--- src/rtl/demux_pkg.sv ---
// rtl/demux_pkg.sv - shared constants and channel encoding for the 1-to-2 buffered demux
package demux_pkg;

    localparam int DEFAULT_DATA_W = 8;
    localparam int DEFAULT_DEPTH  = 4;

    typedef enum logic {
        CH1 = 1'b0,
        CH2 = 1'b1
    } ch_e;

    function automatic bit is_pow2(input int value);
        return (value > 0) && ((value & (value - 1)) == 0);
    endfunction

endpackage

--- src/rtl/sync_fifo.sv ---
// rtl/sync_fifo.sv - first-word-fall-through fifo with occupancy counter and async reset
module sync_fifo
    import demux_pkg::*;
#(
    parameter int DATA_W = DEFAULT_DATA_W,
    parameter int DEPTH  = DEFAULT_DEPTH
) (
    input  logic                     clk,
    input  logic                     rst,
    input  logic                     push,
    input  logic                     pop,
    input  logic [DATA_W-1:0]        din,
    output logic [DATA_W-1:0]        dout,
    output logic                     empty,
    output logic                     full,
    output logic [$clog2(DEPTH):0]   level
);

    localparam int AW = $clog2(DEPTH);
    localparam logic [AW:0] FULL_LEVEL = (AW + 1)'(DEPTH);

    if (DEPTH < 2 || !is_pow2(DEPTH)) begin : g_depth_check
        $error("sync_fifo: DEPTH must be a power of 2 and at least 2");
    end

    logic [DATA_W-1:0] mem [DEPTH];
    logic [AW-1:0]     wptr;
    logic [AW-1:0]     rptr;
    logic [AW:0]       count;
    logic              do_push;
    logic              do_pop;

    // A full fifo refuses pushes even when popping on the same edge.
    assign do_push = push & ~full;
    assign do_pop  = pop & ~empty;

    assign empty = (count == '0);
    assign full  = (count == FULL_LEVEL);
    assign level = count;
    assign dout  = empty ? '0 : mem[rptr];

    always_ff @(posedge clk or posedge rst) begin
        if (rst) begin
            wptr  <= '0;
            rptr  <= '0;
            count <= '0;
        end else begin
            if (do_push) begin
                wptr <= wptr + 1'b1;
            end
            if (do_pop) begin
                rptr <= rptr + 1'b1;
            end
            case ({do_push, do_pop})
                2'b10:   count <= count + 1'b1;
                2'b01:   count <= count - 1'b1;
                default: count <= count;
            endcase
        end
    end

    // Storage is never cleared; stale entries are hidden because dout is gated by empty.
    always_ff @(posedge clk) begin
        if (do_push) begin
            mem[wptr] <= din;
        end
    end

endmodule

--- src/rtl/demux1_2_buf.sv ---
// rtl/demux1_2_buf.sv - routes one input stream into two buffered output channels by tag
module demux1_2_buf
    import demux_pkg::*;
#(
    parameter int DATA_W = DEFAULT_DATA_W,
    parameter int DEPTH  = DEFAULT_DEPTH
) (
    input  logic                     sys_clk,
    input  logic                     sys_rst,
    input  logic [DATA_W-1:0]        in_data,
    input  logic                     in_sel,
    input  logic                     in_valid,
    output logic                     in_ready,
    output logic [DATA_W-1:0]        out1_data,
    output logic                     out1_valid,
    input  logic                     out1_ready,
    output logic [$clog2(DEPTH):0]   out1_level,
    output logic [DATA_W-1:0]        out2_data,
    output logic                     out2_valid,
    input  logic                     out2_ready,
    output logic [$clog2(DEPTH):0]   out2_level
);

    logic full1;
    logic full2;
    logic empty1;
    logic empty2;
    logic push1;
    logic push2;
    logic pop1;
    logic pop2;

    // Only the addressed channel's fullness gates the input; head-of-line blocking is intended.
    assign in_ready = (in_sel == CH2) ? ~full2 : ~full1;

    assign push1 = in_valid & in_ready & (in_sel == CH1);
    assign push2 = in_valid & in_ready & (in_sel == CH2);

    assign out1_valid = ~empty1;
    assign out2_valid = ~empty2;
    assign pop1       = out1_valid & out1_ready;
    assign pop2       = out2_valid & out2_ready;

    sync_fifo #(
        .DATA_W (DATA_W),
        .DEPTH  (DEPTH)
    ) u_fifo1 (
        .clk   (sys_clk),
        .rst   (sys_rst),
        .push  (push1),
        .pop   (pop1),
        .din   (in_data),
        .dout  (out1_data),
        .empty (empty1),
        .full  (full1),
        .level (out1_level)
    );

    sync_fifo #(
        .DATA_W (DATA_W),
        .DEPTH  (DEPTH)
    ) u_fifo2 (
        .clk   (sys_clk),
        .rst   (sys_rst),
        .push  (push2),
        .pop   (pop2),
        .din   (in_data),
        .dout  (out2_data),
        .empty (empty2),
        .full  (full2),
        .level (out2_level)
    );

endmodule
--- config.mk ---
export PLATFORM = sky130hd
export DESIGN_NAME = demux1_2_buf
export DESIGN_NICKNAME = d
export VERILOG_FILES = /design/src/rtl/demux_pkg.sv /design/src/rtl/sync_fifo.sv /design/src/rtl/demux1_2_buf.sv
export SDC_FILE = /design/constraint.sdc
export NUM_CORES = 1
export LEC_CHECK = 0
export ABC_CLOCK_PERIOD_IN_PS = 6710
export CORE_MARGIN = 4
export CORE_UTILIZATION = 55
export CTS_BUF_LIST = sky130_fd_sc_hd__clkbuf_8 sky130_fd_sc_hd__clkbuf_16
export CTS_CLUSTER_SIZE = 8
export DETAILED_ROUTE_END_ITERATION = 8
export PLACE_DENSITY = 0.85
export SYNTH_ARGS = -nofsm -noshare
export SYNTH_HDL_FRONTEND = slang
export SYNTH_SLANG_ARGS = --single-unit
--- constraint.sdc ---
create_clock -name sys_clk -period 6.71 [get_ports sys_clk]
set_input_delay 1.6775 -clock sys_clk [delete_from_list [all_inputs] [get_ports sys_clk]]
set_output_delay 1.6775 -clock sys_clk [all_outputs]
set_load 0.01 [all_outputs]
After elaboration in Yosys (flattened, before gate mapping):

Memories as Yosys holds them, arrays and structs flattened.
Cells that the tools add are included.

* $add $sub $neg: 8
* $mul: 0
* div/mod/pow operators: 0
* order comparisons: 0
* equality and inequality tests: 6
* shift-type cells: 0
* mux-type cells: 9
* bitwise operators: 14
* reduce and logical (&&, ||, !) cells: 4

Operators by type and width (count)
* $mux W8: 2
* $pmux W3 S2: 2
* $and A1 B1 Y1: 9
* $add A2 B1 Y2 const B: 4
* $add A3 B1 Y3 const B: 2
* $eq A3 B3 Y1 const B: 2
* $logic_not A3 Y1: 2
* $sub A3 B1 Y3 const B: 2
* $mux W1: 5
* $not A1 Y1: 5
* $eq A2 B1 Y1 const B: 2
* $eq A2 B2 Y1 const B: 2
* $reduce_bool A2 Y1: 2

* flip-flop bits (word level): 14
* latch bits: 0
* bits in writable memories: 64
* ROM bits: 0
* input port bits: 14
* output and inout port bits: 25
* logic and storage cells: 49
* memories: 2

Memory list
* u_fifo1.mem: depth 4, width 8, rd ports 1, clocked after Yosys merged registers in 0, wr ports 1, RTL line sync_fifo.sv:26 `logic [DATA_W-1:0] mem [DEPTH];`
* u_fifo2.mem: depth 4, width 8, rd ports 1, clocked after Yosys merged registers in 0, wr ports 1, RTL line sync_fifo.sv:26

Depth between registers and ports, before layout:

Gate-level depths: netlist of the first run.

* depth in word-level cells: 8
* gate-level depth with buffers: 10

Hierarchy:

Synthesis of the first run repeated with hierarchy kept, for this count alone.

* cell total of the unflattened synthesis: 187
* area, all modules: 3367.0 um^2

Modules (own cells, without submodules)
* sync_fifo: instances 2, cells an instance 90, area an instance 1660.3 um^2, seq. area each 1136.1 um^2
* demux1_2_buf: instances 1, cells an instance 7, area an instance 46.3 um^2, seq. area each 0.0 um^2

Worst setup path after synthesis of the first run:

No wires, ideal clock.

* path kind: input -> output
* from: input port in_sel
* to: output port in_ready
* arrival time: 1.931 ns
* required time: 5.032 ns
* setup slack: 3.101 ns
* stages on the path: 2
* path buffers: 0
* path through: nor2_1 -> a31oi_1

* longest elaborated chain between the ends: 1

Ends and longest elaborated chain
* from (decl): RTL line demux1_2_buf.sv:11 `input logic in_sel,`
* $mux W1: RTL line demux1_2_buf.sv:34 `assign in_ready = (in_sel == CH2) ? ~full2 : ~full1;`
* to (decl): RTL line demux1_2_buf.sv:13 `output logic in_ready,`

No other way between the ends.

Final worst setup path of the first run:

Same ends and word-level chain as after synthesis.

==> run_results.csv, run 1 <==
group,metric,value,unit
clocking,clockBufferDepth,2,
placed_design,dp_hpwl,3684,um
timing,timing.fmax,214.7,MHz
clocking,cts_setup_buffers,0,
setup_path,crit_fanout,4,
floorplanning,die_w,85.15,um
detailed_routing,route.met2.wl,2706,um
detailed_routing,routedWlPerCell,17.99,um
yosys,synth_cell_types,25,
clocking,postCtsHoldBufs,0,
setup_path,required,5.03,ns
power,vdd_drop_max,0.2532,mV
detailed_routing,num_vias,1606,
grt,grt_usage,16.52,%
detailed_routing,wl_met3,290,um
detailed_routing,routed_via_density,5.353,
min_path,hp-class,"register to register",
timing,worstMarginPinSlew,0.5969,ns
clocking,insertion_delay,0.34,ns
cells_and_area,num-fill-cells,365,
detailed_routing,top_layer_used,"met4",
timing,finalMaxSlewViolations,0,
floorplanning,dieArea,7250,sq um
detailed_routing,drt_iter0_markers,76,
run_status,status,"finished, final reports clean",
power,powerDensity,431.0,nW/um^2
yosys,avgSynthCellArea,18.08,sq um
timing,final.period_utilization,69.42,%
yosys,syn_inst,181,
cells_and_area,synthToLayoutAreaGrowth,20.03,%
detailed_routing,drc_errors,0,
clocking,cts.htree.levels,3,
clocking,cts_tree,"built",
timing,rsz0062_at_grt,"false",
yosys,seq_area_frac_synth,69.42,%
cells_and_area,utilization,69.64,%
grt,grt_pass1_vias,1660,
clocking,clock-root-buffer,"clkbuf_8",
flow_run,max_cap_violations,0,
detailed_routing,ant_nets,0,
cells_and_area,drive_gt1_share,17.11,%
grt,antenna_found_initial,0,
floorplanning,num_io_pins,39,
detailed_routing,wirelength,5396,um
cells_and_area,fin_nets,249,
cells_and_area,antennaDiodeCount,0,
yosys,syn_nets,207,
timing,slew_headroom,60.21,%
grt,grt_max_degree,15,
placed_design,gp_congestion,0.6724,
grt,grt_overflow,0,
timing,fin_tns_setup,0,ns
yosys,syn_area,3273,sq um
yosys,synth_area_leaders,"edfxtp_1 (59%), mux4_2 (11%), dfrtp_1 (11%)",
yosys,synth.top_cell.area_share,58.72,%
floorplanning,core,5642,sq um
clocking,clock-sinks,78,
detailed_routing,dr.pass1.iters,4,
setup_path,critPathLaunchType,"primary input",
clocking,clk_pin_slew_worst_paths,0.08,ns
yosys,ys_warn_count,0,
grt,grt_pass1_wl,8721,um
clocking,cts-resized-gates,0,
floorplanning,die_h,85.15,um
timing,hold_viol,0,
setup_path,cp-end-kind,"output pin",
placed_design,numPortBuffers,38,
power,p_leak,0.001414,uW
detailed_routing,drt-met1-wl,2278,um
timing,setup_violations,0,
setup_path,crit_arrival,2.98,ns
yosys,ys_ff_latch,78,
floorplanning,start_util,58.02,%
yosys,synth_area_leader_cell,"edfxtp_1",
setup_path,path_class,"primary input to output pin",
floorplanning,rows,27,
timing,fin_skew,0.006571,ns
timing,period_needed,4.658,ns
clocking,numCtsBuffers,9,
-- critical path, cell delays in order --
cell,delay [ns]
clkdlybuf4s50_1,0.52
nor2_1,0.07
a31oi_1,0.15
clkdlybuf4s50_1,0.56
-- flip-flops by register name (all words and copies together) (netlist names) --
register       count
u_fifo2.level      3
u_fifo1.rptr       2
u_fifo1.mem       32
u_fifo1.level      3
u_fifo1.wptr       2
u_fifo2.wptr       2
u_fifo2.mem       32
u_fifo2.rptr       2
-- cell type report --
type                            count  area (sq um)  area share (%)
Clock buffer                        9         123.9           3.153
Clock inverter                      7         97.59           2.484
Inverter                           13         48.80           1.242
Multi-Input combinational cell     83         915.9           23.31
Sequential cell                    78          2272           57.83
Tap cell                           72         90.09           2.293
Timing Repair Buffer               38         380.4           9.682
-- routing by layer --
layer	vias to the layer above	track usage [%]
li1	748	-
met1	796	21.17
met2	51	26.06
met3	11	3.981
met4	0	9.065
met5	-	0
-- through the flow --
step	hold WS (ns)	cell area (sq um)	total power, uW	instances	setup slack, ns
3_5_place_dp	0.5239	3707	1334	284	2.052
3_3_place_gp	0.4896	3707	1314	284	2.113
5_1_grt	0.5483	3929	1794	300	1.990
6_report	0.5288	3929	1693	300	2.052
4_1_cts	0.5390	3929	1716	300	2.032
2_1_floorplan	0.5250	3273	1067	181	3.101
-- cell usage in the layout, fill, tap and decap left out, types with 6 or more instances in the layout --
master	synthesis	layout
xnor2_1	6	6
mux4_2	16	16
dfrtp_1	14	14
and2_1	22	22
inv_1	13	13
ha_1	10	10
clkdlybuf4s50_1	0	38
xor2_1	6	6
clkbuf_8	0	9
edfxtp_1	64	64
-- final timing paths --
| kind | start | end | slack, ns | cells past startpoint |
|---|---|---|---|---|
| max | in_sel | in_ready | 2.05 | 4 |
| min | u_fifo1.level[2] | u_fifo1.level[2] | 0.53 | 1 |
| max reg2reg | u_fifo1.level[0] | u_fifo1.level[2] | 4.37 | 9 |
| min reg2reg | u_fifo1.level[2] | u_fifo1.level[2] | 0.53 | 1 |
| max in group asynchronous | sys_rst | u_fifo2.rptr[1] | 4.68 | 2 |
| min in group asynchronous | sys_rst | u_fifo1.rptr[0] | 1.67 | 2 |
-- cells in the mapped netlist (all sizes together) --
library cell,instances
mux4,16
dfrtp,14
nand3,2
ha,10
or3,2
mux2,2
xnor2,6
buf,3
and3b,1
mux2i,2
xor2,6
nor2,4
clkbuf,4
and2,26
or3b,1
a21oi,1
fa,2
edfxtp,64
a31oi,1
inv,13
nand2,1
-- power breakdown --
part | total [uW] | leakage (uW) | switching [uW] | internal [uW]
Combinational | 599 | 0.000564 | 232 | 367
Clock | 380 | 0.000106 | 169 | 210
Sequential | 715 | 0.000744 | 101 | 614
Total | 1690 | 0.00141 | 502 | 1190
-- cell families (layout without fill, tap and decap cells) --
logic type	after synthesis	count (layout)	share of synthesized area (%)
compound gates	2	2	0.3440
buf+inv	20	67	2.599
mux	20	20	12.42
xor+xnor	12	12	3.211
fa+ha+maj	12	12	5.046
simple gates	37	37	6.957
flops	78	78	69.42
No activity file was read; power rests on OpenSTA's default activity.
==> run 2: changes to the inputs <==
Settings changed: ABC_CLOCK_PERIOD_IN_PS 6710 to 4000, CORE_UTILIZATION 55 to 50, PLACE_DENSITY 0.85 to 0.82.
Clock period 6.71 ns to 4 ns, I/O delays scaled along.
==> run_results.csv, run 2 (synthesis gave the netlist of run 1 again) <==
group,metric,value,unit
setup_path,worstReg2RegStart,"u_fifo1.level[0]",
floorplanning,start_util,51.55,%
setup_path,crit_fanout,10,
detailed_routing,wirelength,5285,um
setup_path,reg2regPathDepth,9,
cells_and_area,layout_commonest_cell,"edfxtp_1",
floorplanning,dieArea,7905,sq um
min_path,hp-class,"register to register",
grt,grt_overflow,0,
cells_and_area,antennaDiodeCount,0,
floorplanning,die_w,88.91,um
detailed_routing,drc_errors,0,
setup_path,critPathLaunch,"u_fifo2.rptr[0]",
cells_and_area,fin_nets,249,
clocking,clock-root-buffer,"clkbuf_8",
setup_path,required,3.00,ns
min_path,hold_path_end,"u_fifo1.level[2]",
timing,worstMarginPinSlew,0.6195,ns
grt,grt_usage,15.81,%
floorplanning,num_io_pins,39,
clocking,clk_pin_slew_worst_paths,0.07,ns
min_path,hold_depth,1,
power,p_leak,0.001415,uW
detailed_routing,routed_via_density,5.237,
timing,rsz0062_at_grt,"false",
cells_and_area,synthToLayoutAreaGrowth,19.69,%
placed_design,numPortBuffers,38,
timing,final.period_utilization,83.10,%
clocking,cts-resized-gates,0,
timing,period_needed,3.324,ns
clocking,clockBufferDepth,2,
setup_path,path_cells,"mux4_2 -> and2_1 -> clkdlybuf4s50_1",
clocking,insertion_delay,0.33,ns
setup_path,slowest_stage,"dfrtp_1",
timing,timing.fmax,300.8,MHz
setup_path,cp-end-kind,"output pin",
clocking,numCtsBuffers,9,
placed_design,gp_congestion,0.7035,
detailed_routing,drt_iter0_markers,134,
placed_design,dp_hpwl,3641,um
cells_and_area,reg_top3,"u_fifo1.mem (32), u_fifo2.mem (32)",
floorplanning,core,6350,sq um
clocking,cts_tree,"built",
cells_and_area,multi_input_area,915.9,sq um
floorplanning,rows,29,
timing,whs,0.5121,ns
setup_path,crit_buf_inv,1,
min_path,hold_start,"u_fifo1.level[2]",
setup_path,crit_arrival,2.32,ns
cells_and_area,drive_gt1_share,15.86,%
clocking,cts_setup_buffers,0,
detailed_routing,num_vias,1592,
clocking,cts.htree.levels,3,
cells_and_area,design_area,3918,sq um
grt,grt_pass1_vias,1765,
power,vdd_drop_max,0.4978,mV
flow_run,max_cap_violations,0,
timing,finalMaxSlewViolations,0,
detailed_routing,dr.pass1.iters,4,
cells_and_area,ff_latch_area,2272,sq um
setup_path,reg2reg_to,"u_fifo1.level[2]",
floorplanning,die_h,88.91,um
setup_path,path_class,"register to output pin",
setup_path,critPathLaunchType,"register",
cells_and_area,num-fill-cells,465,
run_status,status,"finished, final reports clean",
power,finalPower,2792,uW
timing,hold_viol,0,
clocking,clock-sinks,78,
timing,fin_skew,0.003408,ns
detailed_routing,ant_nets,0,
detailed_routing,routedWlPerCell,17.38,um
timing,fin_tns_setup,0,ns
clocking,postCtsHoldBufs,0,
timing,setup_violations,0,
grt,grt_max_degree,15,
grt,grt_pass1_wl,8845,um
timing,slew_headroom,58.70,%
setup_path,max_stage_delay,0.74,ns
cells_and_area,final_cell_mix,"edfxtp_1 (64), clkdlybuf4s50_1 (38), and2_1 (22)",
setup_path,crit_family,"flip-flops",
placed_design,place_area,3714,sq um
grt,antenna_found_initial,0,
setup_path,ff2ff_setup_slack,1.67,ns
power,powerDensity,712.8,nW/um^2
run 2: cell count changes in the layout (fill, tap and decap cells not counted):
| cell | delta |
|---|---|
| inv_1 | +2 |
| inv_6 | -1 |
| clkinvlp_4 | -1 |
| clkinv_4 | -1 |
run 2: worst max path at each step:
stage / endpoint / slack (ns) / cells past startpoint
CTS: out2_data[5] / 0.62 / 3
detailed placement: in_ready / 0.76 / 4
global route: out2_data[5] / 0.53 / 3
floorplan: u_fifo1.level[2] / 1.64 / 9
finish: out2_data[5] / 0.68 / 3
global placement: in_ready / 0.76 / 4
run 2: routing by layer:
metal	routed length, um	vias up	GRT usage [%]	share of wire [%]
met5	0	-	0	0
met3	283	2	6.175	5.4
li1	-	744	-	-
met2	2811	46	26.99	53
met4	24	0	4.121	0.45
met1	2165	800	18.88	41
run 2: final cells by class:
cell class | instances | area share (%)
Sequential cell | 78 | 58.00
Multi-Input combinational cell | 83 | 23.38
Timing Repair Buffer | 38 | 9.709
Clock buffer | 9 | 3.162
Tap cell | 77 | 2.459
Clock inverter | 6 | 2.044
Inverter | 13 | 1.246
run 2: report_power, final:
group / internal [uW] / switching (uW)
Combinational: 615 / 380
Clock: 342 / 255
Sequential: 1030 / 169
Total: 1990 / 805
run 2: stage by stage:
| step | std cells | setup WS [ns] | utilization [%] |
|---|---|---|---|
| floorplan | 181 | 1.641 | - |
| global placement | 289 | 0.7570 | 58.48 |
| detailed placement | 289 | 0.7550 | 58.48 |
| CTS | 304 | 0.6178 | 61.69 |
| global route | 304 | 0.5322 | 61.69 |
| finish | 304 | 0.6760 | 61.69 |
